`config.mk`:
```
export PLATFORM = sky130hd
export DESIGN_NAME = axis_fork_router
export DESIGN_NICKNAME = d
export VERILOG_FILES = /design/src/rtl/axis_fork_router.sv
export SDC_FILE = /design/constraint.sdc
export NUM_CORES = 1
export LEC_CHECK = 0
export CELL_PAD_IN_SITES_DETAIL_PLACEMENT = 1
export CELL_PAD_IN_SITES_GLOBAL_PLACEMENT = 2
export CORE_ASPECT_RATIO = 1.5
export CORE_MARGIN = 3
export CORE_UTILIZATION = 30
export DETAILED_ROUTE_END_ITERATION = 10
export HOLD_SLACK_MARGIN = 0.03
export PLACE_DENSITY_LB_ADDON = 0.05
export SYNTH_ARGS = -nofsm -noshare
export SYNTH_HDL_FRONTEND = slang
export SYNTH_SLANG_ARGS = --single-unit
```
`constraint.sdc`:
```
create_clock -name clk -period 4.4 [get_ports clk]
set_input_delay 1.1 -clock clk [delete_from_list [all_inputs] [get_ports clk]]
set_output_delay 1.1 -clock clk [all_outputs]
set_load 0.01 [all_outputs]
```
`src/rtl/axis_fork_router.sv`:
```
// AXI4-Stream 1-to-M_COUNT packet router: per-packet broadcast to dest_mask or
// single-output round-robin, with one registered output slot per port.
module axis_fork_router #(
  parameter int M_COUNT    = 4,
  parameter int DATA_WIDTH = 64
) (
  input  logic                            clk,
  input  logic                            rst,
  input  logic                            fork_enable,
  input  logic [M_COUNT-1:0]              dest_mask,
  output logic                            s_axis_tready,
  input  logic [DATA_WIDTH-1:0]           s_axis_tdata,
  input  logic                            s_axis_tlast,
  input  logic                            s_axis_tvalid,
  input  logic [M_COUNT-1:0]              m_axis_tready,
  output logic [M_COUNT*DATA_WIDTH-1:0]   m_axis_tdata,
  output logic [M_COUNT-1:0]              m_axis_tlast,
  output logic [M_COUNT-1:0]              m_axis_tvalid,
  output logic                            busy,
  output logic                            pkt_drop
);

  localparam int PTR_W = (M_COUNT > 1) ? $clog2(M_COUNT) : 1;

  typedef enum logic [1:0] {IDLE, PASS, DROP} state_t;

  state_t               state_reg, state_next;
  logic [M_COUNT-1:0]   route_mask_reg, route_mask_next;
  logic [PTR_W-1:0]     rr_ptr_reg, rr_ptr_next;
  logic                 pkt_drop_reg, pkt_drop_next;

  logic [M_COUNT-1:0]    tvalid_reg;
  logic [M_COUNT-1:0]    tlast_reg;
  logic [DATA_WIDTH-1:0] tdata_reg [M_COUNT];

  logic [PTR_W-1:0]   grant_idx;
  logic               grant_found;
  logic [M_COUNT-1:0] tgt;
  logic [M_COUNT-1:0] slot_free;
  logic               accept;

  // Round-robin search: first set bit of dest_mask strictly after rr_ptr, wrapping.
  always_comb begin
    logic [PTR_W:0] idx;
    grant_idx   = '0;
    grant_found = 1'b0;
    idx         = '0;
    for (int k = 1; k <= M_COUNT; k++) begin
      idx = {1'b0, rr_ptr_reg} + (PTR_W+1)'(k);
      if (idx >= (PTR_W+1)'(M_COUNT)) idx = idx - (PTR_W+1)'(M_COUNT);
      if (!grant_found && dest_mask[idx[PTR_W-1:0]]) begin
        grant_found = 1'b1;
        grant_idx   = idx[PTR_W-1:0];
      end
    end
  end

  // State register
  always_ff @(posedge clk) begin
    if (rst) begin
      state_reg      <= IDLE;
      route_mask_reg <= '0;
      rr_ptr_reg     <= PTR_W'(M_COUNT - 1);
      pkt_drop_reg   <= 1'b0;
    end else begin
      state_reg      <= state_next;
      route_mask_reg <= route_mask_next;
      rr_ptr_reg     <= rr_ptr_next;
      pkt_drop_reg   <= pkt_drop_next;
    end
  end

  // Output / routing decode
  always_comb begin
    tgt = '0;
    case (state_reg)
      IDLE: begin
        if (fork_enable)      tgt = dest_mask;
        else if (grant_found) tgt = M_COUNT'(1) << grant_idx;
      end
      PASS:    tgt = route_mask_reg;
      default: tgt = '0;
    endcase
    slot_free     = ~tvalid_reg | m_axis_tready;
    // A beat is committed to every target together or not at all.
    s_axis_tready = !rst && (&(~tgt | slot_free));
    accept        = s_axis_tvalid && s_axis_tready;
    busy          = (state_reg != IDLE);
    pkt_drop      = pkt_drop_reg;
  end

  // Next-state logic
  always_comb begin
    state_next      = state_reg;
    route_mask_next = route_mask_reg;
    rr_ptr_next     = rr_ptr_reg;
    pkt_drop_next   = 1'b0;
    if (accept) begin
      case (state_reg)
        IDLE: begin
          if (tgt == '0) begin
            pkt_drop_next = 1'b1;
            if (!s_axis_tlast) state_next = DROP;
          end else begin
            if (!s_axis_tlast) begin
              state_next      = PASS;
              route_mask_next = tgt;
            end
            if (!fork_enable) rr_ptr_next = grant_idx;
          end
        end
        default: begin
          if (s_axis_tlast) state_next = IDLE;
        end
      endcase
    end
  end

  genvar gi;
  generate
    for (gi = 0; gi < M_COUNT; gi++) begin : g_slot
      // A reload wins over a drain, so a slot can turn over every cycle.
      always_ff @(posedge clk) begin
        if (rst) begin
          tvalid_reg[gi] <= 1'b0;
          tlast_reg[gi]  <= 1'b0;
          tdata_reg[gi]  <= '0;
        end else if (accept && tgt[gi]) begin
          tvalid_reg[gi] <= 1'b1;
          tlast_reg[gi]  <= s_axis_tlast;
          tdata_reg[gi]  <= s_axis_tdata;
        end else if (m_axis_tready[gi]) begin
          tvalid_reg[gi] <= 1'b0;
        end
      end

      assign m_axis_tdata[gi*DATA_WIDTH +: DATA_WIDTH] = tdata_reg[gi];
      assign m_axis_tlast[gi]  = tlast_reg[gi];
      assign m_axis_tvalid[gi] = tvalid_reg[gi];
    end
  endgenerate

endmodule

```
# --- Yosys cells after proc, flatten, opt, wreduce, memory -nomap -nowiden ---
# Memory sizes are Yosys's and may differ from the RTL's.
# Index checks and enable logic that the tools add are counted.
classes:
  add_sub_neg: 8
  mul: 0
  n_div: 0
  n_lt_le_gt_ge: 8
  eq_ne: 2
  shifts: 1
  n_mux: 55
  n_bitwise: 13
  n_reduce_logical: 26
op_table:
  columns: ["cell", "count"]
  rows:
  - ["64-bit 2-to-1 mux", 4]
  - ["1-bit 2-to-1 mux", 31]
  - ["2-bit 2-to-1 mux", 13]
  - ["3-bit greater-or-equal comparator, second input constant", 4]
  - ["2-bit by 3-bit less-than comparator with 1-bit output, second input constant", 4]
  - ["4-bit AND reduction", 3]
  - ["2-bit nonzero test", 6]
  - ["1-bit logical AND", 9]
  - ["1-bit binary-select mux with 2-bit select", 4]
  - ["4-bit 2-to-1 mux", 2]
  - ["4-bit inverter", 2]
  - ["4-bit bitwise OR", 2]
  - ["4-bit case mux with 2 select lines", 1]
  - ["2-bit by 1-bit subtractor with 2-bit output, second input constant", 4]
  - ["2-bit by 2-bit adder with 3-bit output, second input constant", 2]
  - ["1-bit inverter", 5]
  - ["1-bit zero test", 4]
  - ["4-bit zero test", 1]
  - ["1-bit bitwise OR", 4]
  - ["1-bit by 2-bit << shifter with 4-bit output, first input constant", 1]
  - ["2-bit by 1-bit adder with 3-bit output, second input constant", 1]
  - ["2-bit by 3-bit adder with 3-bit output, second input constant", 1]
  - ["3-bit AND reduction", 1]
  - ["3-bit OR reduction", 1]
  - ["other kinds (3)", 3]
word_totals:
  ff_bits: 17
  latchBits: 0
  mem_bits_rw: 256
  romBits: 0
  input_bits: 77
  output_inout_bits: 267
  wordCells: 126
  memories: 1
mem_list:
  columns: ["memory", "depth", "word_bits", "read_ports", "rd_ports_with_merged_regs", "wr", "line_no", "source"]
  rows:
  - ["tdata_reg", 4, 64, 4, 0, 4, "34", "logic [DATA_WIDTH-1:0] tdata_reg [M_COUNT];"]

# --- Logic depth before layout (Yosys ltp) ---
depth:
  depth_word: 29
  ltp_mapped: 9
  ltp_nobuf: 7

# --- Worst setup path after synthesis ---
# OpenSTA, ideal clock, no wires.
synth_timing:
  kind: "input -> output"
  from: "in dest_mask[2]"
  to: "out s_axis_tready"
  arrival_ns: 2.726
  required_ns: 3.300
  slack_ns: 0.574
  stages: 6
  path_buffers: 0
  path_cell_list: "nand2b_1 -> a21o_1 -> and3_4 -> a21o_4 -> or2_4 -> a2111oi_0"
synth_via:
  elab_chain_cells: 20
  elab_cells_between_ends: 30
  classes_between: "shift: 1; mux: 19; bitwise: 2; reduce/logical: 8"
synth_lines:
  columns: ["item", "line_no", "source"]
  rows:
  - ["from (decl)", "10", "input logic [M_COUNT-1:0] dest_mask,"]
  - ["1-bit binary-select mux with 2-bit select", "51", "if (!grant_found && dest_mask[idx[PTR_W-1:0]]) begin"]
  - ["1-bit 2-to-1 mux (not written as such)", "51", null]
  - ["1-bit 2-to-1 mux", "51", null]
  - ["1-bit zero test", "51", null]
  - ["1-bit logical AND", "51", null]
  - ["1-bit 2-to-1 mux", "51", null]
  - ["1-bit zero test", "51", null]
  - ["1-bit logical AND", "51", null]
  - ["[... 4 more ...]", null, null]
  - ["1-bit by 2-bit << shifter with 4-bit output", "79", "else if (grant_found) tgt = M_COUNT'(1) << grant_idx;"]
  - ["4-bit 2-to-1 mux", "79", null]
  - ["4-bit 2-to-1 mux (*)", "78", "if (fork_enable) tgt = dest_mask;"]
  - ["4-bit case mux with 2 select lines (*)", "76", "case (state_reg)"]
  - ["4-bit inverter (*)", "86", "s_axis_tready = !rst && (&(~tgt | slot_free));"]
  - ["4-bit bitwise OR (*)", "86", null]
  - ["4-bit AND reduction (*)", "86", null]
  - ["1-bit logical AND (*)", "86", null]
  - ["to (decl)", "11", "output logic s_axis_tready,"]
# Every way passes the cells marked *; elsewhere a longest branch is shown, timed or not. The select of a mux whose other input is x is not followed.

# --- Worst setup path in the final report ---
layout_timing:
  from: "in dest_mask[3]"
  to: "out s_axis_tready"
# Same word-level chain as after synthesis.

==> metrics.txt <==
first-pass GRT wire length=50100 µm; Largest register FFs=256; cell count after placement=1481; CTS sink count=~270; vias in the first global route=roughly 7.3k; status=completed; clk_lat worst skew=roughly 550 ps; CP delay by family, top=buffers and inverters; critical setup path kind=input pin to output port; Synth cell types=52; Clock Path Buffers=3; worst stage delay on the critical path=500 ps; CTS tree=done; worst slew pin tran=just over 800 ps; cell depth of the worst setup path=10; Yosys top cell area share=between 70 and 80%; EDFF count, synth=256; static leakage=0.00614 µW; Syn Area/Cell=15.8 µm²; top_reg_cell synth=edfxtp_1; Final Instance Area=16000 µm²; Synth Register Bits=roughly 270; Area Growth Syn to Fin=50.7%; cell count of the worst reg-to-reg path=11; most common cell after layout, fill and taps aside=clkdlybuf4s50_1; DR iter-0 viols=281; Pins Over Slew Limit=0; I/O pin cnt=344; CP cell instances=clkdlybuf4s50_1 -> buf_4 -> nand2b_1 -> a21o_1 -> buf_4 -> a311o_1 -> a211oi_2 -> or2_4 -> a2111oi_4 -> clkbuf_2; VDD IR max=0.000316 V; initial antenna violation count=2; port buffer count=343; Worst Hold Path Cells=2; Initial Utilization=a little under a third; Die X=roughly 160 µm; worst slack, placed=-641 ps; most frequent cells in the layout=clkdlybuf4s50_1, edfxtp_1, and2_1, and3_1; Fin. Hold Viols=0; vias=a little under 7k; synthesized instance count=670; Tcrit/Tclk final=96.1%; residual DRC count=0; fmax=236 MHz; RSZ-0062 raised after global routing=no; CTS Buf Count=28; Worst EP required=approximately 3300 ps; Slew headroom=between 40% and 50%; Setup crit start kind=input pin; Nets=1123; Max Cap Viol=0; die height=236 µm; Hold Worst Slack=479 ps; gr ovfl total=0; Routed WL per cell=between 20 and 25 µm; final worst setup slack=170 ps; dpl hpwl=22800 µm; CP max stage cell=clkdlybuf4s50_1; Synth Warn #=0; synthesized area=around 11000 µm²; instance area after placement=14900 µm²; Core Rows=83; H-tree Lvls=1; Synth area leaders=edfxtp_1, and2_1, and3_1, dfxtp_1, clkbuf_1; P per Cell Area=421 nW/µm²; Post-synth ARST share=0%; register area share after synthesis=~76%; overall routed net length=around 34000 µm; Die Area=37700 µm²; worst hold path type=flop to flop; RD Place Congestion=0.779; crit-path max FO=5; dominant cell type by area after synthesis=edfxtp_1; drt first pass iters=4; final setup vio count=0; core area=34600 µm²; clock slew at reported path FFs=60 ps; DRT antenna net count=0; crit-path most repeated cell=buf_4; WP data arrival=3130 ps; largest net degree at the start of global routing=between 70 and 80; CP Capture Type=output port; Avg Vias per Cell=approximately 4.5; Buf/Inv on CP=4; register area=8030 µm²; Post-Layout Cell Count=1538; # fillers=3454; layout cells sized above 1=10.3%; multi-input logic area=2390 µm²; Clock Tree Root=clkbuf_16; Layout Skew=between 10 and 15 ps; Pwr Total=6720 µW; syn nets=747; min Tclk post-route=~4200 ps; GRT Total Usage=17.6%
area by class of cell:
class / count / area share, %
sequential: 273 / 50.2
timing repair buffer: 384 / 24.3
multi-input combinational: 353 / 15.0
clock buffer: 36 / 4.77
tap: 467 / 3.66
clock inverter: 16 / 1.91
inverter: 6 / 0.141
antenna: 3 / 0.0470
cells in the mapped netlist (2+ instances only):
cell      instances
a211o_1           2
a211oi_1          2
a21o_1            3
a21oi_1           4
a22oi_1           2
a31oi_1           2
and2_1          193
and3_1           66
buf_2             5
buf_4             5
buf_6             5
clkbuf_1         20
clkbuf_2          3
dfxtp_1          17
edfxtp_1        256
inv_1             6
mux2_2            2
mux2i_1           7
nand2b_1          7
nand4b_1          2
nor2_1           12
nor2b_1           9
nor4_4            3
o21ai_0           4
o21ba_2           2
or2_2             5
repair_timing:
action,in CTS,in global routing
hold buffers,0,0
endpoints found under the setup margin,1,1
buffers inserted,2,1
resized for setup,10,2
pin swaps,3,1
where the power goes:
group	internal (µW)	switching, µW
Clock	1750	1020
Combinational	438	443
Sequential	3030	51.1
Total	5210	1510
cell families after synthesis:
logic type / share of synthesized area, %
AND/OR/NAND/NOR: 18.6
multiplexers: 0.873
AO/OA/AOI/OAI: 2.65
flip-flops: 75.7
buffers and inverters: 2.18
through the flow:
stage / utilization [%] / TNS (ps)
finish: 46.2 / 0
floorplan: - / 0
global route: 46.2 / 0
CTS: 46.2 / 0
detailed placement: 43.0 / -641
global placement: 43.0 / -615
final timing paths:
kind	slack (ps)	endpoint	from
setup / recovery	170	s_axis_tready	dest_mask[3]
hold / removal	480	m_axis_tlast[0]	m_axis_tlast[0]
setup reg to reg	1370	tdata_reg[0][31]	rr_ptr_reg[0]
hold reg to reg	480	m_axis_tlast[0]	m_axis_tlast[0]
worst register-to-register path: cells and delay by family, from the launching register on:
kind	cells	cell delay, ps
AO/OA/AOI/OAI	3	540
flip-flops	1	380
AND/OR/NAND/NOR	4	1100
buffers and inverters	4	650
layer usage:
layer / vias to the layer above / global-route usage, % / routed length [µm]
li1: 3174 / - / -
met3: 45 / 5.04 / 2470
met4: 0 / 5.57 / 918
met1: 3452 / 19.4 / 12700
met5: - / 0 / 0
met2: 229 / 32.4 / 18100
No activity file was read; power rests on OpenSTA's default activity.
==> RTL change (same settings) <==
Change the parameter `DATA_WIDTH` from 64 to 32.
--- a/src/rtl/axis_fork_router.sv
+++ b/src/rtl/axis_fork_router.sv
@@ -4,3 +4,3 @@
   parameter int M_COUNT    = 4,
-  parameter int DATA_WIDTH = 64
+  parameter int DATA_WIDTH = 32
 ) (
Interface: changed (resized m_axis_tdata and s_axis_tdata); port bits go from 344 to 184. The function was not compared with the original's and may differ.
==> RTL change against the unedited design <==
Die area fell by 44%; highest routed layer unchanged; count of clock-buffer cells in the layout fell by 19; sequential share of layout area down 2.9 points; total power fell by 43%; wire length down 47%; area after synthesis fell by 45%; sequential cell count is 128 lower; hold slack worse by 0.0050 ns; cell area decreased by 45%; setup slack got worse by 0.029 ns; via count shrank 40%.
==> RTL change: results (changes against the unedited design) <==
outcome=completed (unchanged); largest net degree at the start of global routing=36 (was 71); share of layout cells above drive strength 1=13.56% (was 10.30%); met1 wire length=7067 um (was 12700 um); top cells by area, synth=edfxtp_1 66%, and2_1 7.2%, and3_1 7.1% (was edfxtp_1 72%, and2_1 11%, and3_1 3.9%); max reg flops=128 (was 256); Total Wirelength=18190 um (was 34150 um); worst slack, placed=-0.2478 ns (was -0.6415 ns); IR drop worst, VDD=252.5 uV (was 315.5 uV); leak pwr=3.475 nW (was 6.139 nW); IO buf count=183 (was 343); crit path from=dest_mask[1] (was dest_mask[3]); Ant. Diodes=0 (was 3); CP arrival=3.16 ns (was 3.13 ns); Clock Skew=0.01075 ns (was 0.01363 ns); clk_lat worst skew=0.42 ns (was 0.55 ns); Inst Count DP=854 (was 1481); initial antenna violation count=0 (was 2); clock buffer depth=2 (was 3); routed wl met3=963 um (was 2470 um); most frequent cells after synthesis=128 x edfxtp_1, 67 x and2_1, 66 x and3_1, 18 x clkbuf_1, 17 x dfxtp_1 (was 256 x edfxtp_1, 193 x and2_1, 66 x and3_1, 20 x clkbuf_1, 17 x dfxtp_1); # H-tree levels=4 (was 1); DRT Pass-1 Iters=5 (was 4); EDFF count, synth=128 (was 256); GRT Total Usage=17.44% (was 17.60%); wire per inst=20.52 um (was 22.20 um)
[RTL change: report_power, final]
| group | total [mW] | internal (mW) | switching, mW |
|---|---|---|---|
| combinational | 0.779 | 0.392 | 0.387 |
| clock | 1.36 | 0.783 | 0.578 |
| sequential | 1.72 | 1.67 | 0.0549 |
[RTL change: path summary, 6_finish.rpt]
path                     endpoint  slack, ns
setup / recovery    s_axis_tready       0.14
hold / removal    m_axis_tlast[3]       0.47
setup reg to reg  tdata_reg[0][4]       1.37
hold reg to reg   m_axis_tlast[3]       0.47
[RTL change: metal layers]
metal  vias up  global-route usage [%]
li1       1929                       -
met1      2092                   19.38
met2       130                   32.62
met3        18                   4.455
met4         0                   5.065
met5         -                       0
[RTL change: logic make-up (layout without fill, tap and decap cells)]
family                 after synthesis  in the layout  share of synthesized area (%)
DFF                                145            145                          72.16
AOI/OAI and AO/OA                   35             35                          4.467
buffers and inverters               27            257                          1.834
muxes                                5              5                         0.8848
and+or+nand+nor                    192            192                          20.65
[RTL change: layout make-up]
cell class	instances	area, um^2
clock buffer	17	425.4
clock inverter	15	137.6
fill	1944	9937
inverter	5	18.77
multi-input combinational	232	1587
sequential	145	4184
tap	252	315.3
timing repair buffer	220	2171
[RTL change: timing repair]
item,in CTS,in global routing
endpoints found under the setup margin,1,1
resized for setup,4,3
gates cloned,0,0
endpoints found under the hold margin,0,0
[RTL change: critical path, stage by stage]
cell	delay, ns
clkdlybuf4s50_1	0.42
buf_4	0.17
nor2_1	0.18
nor3_2	0.10
o311a_1	0.38
o211a_1	0.25
nor4b_2	0.27
dlygate4sd2_1	0.30
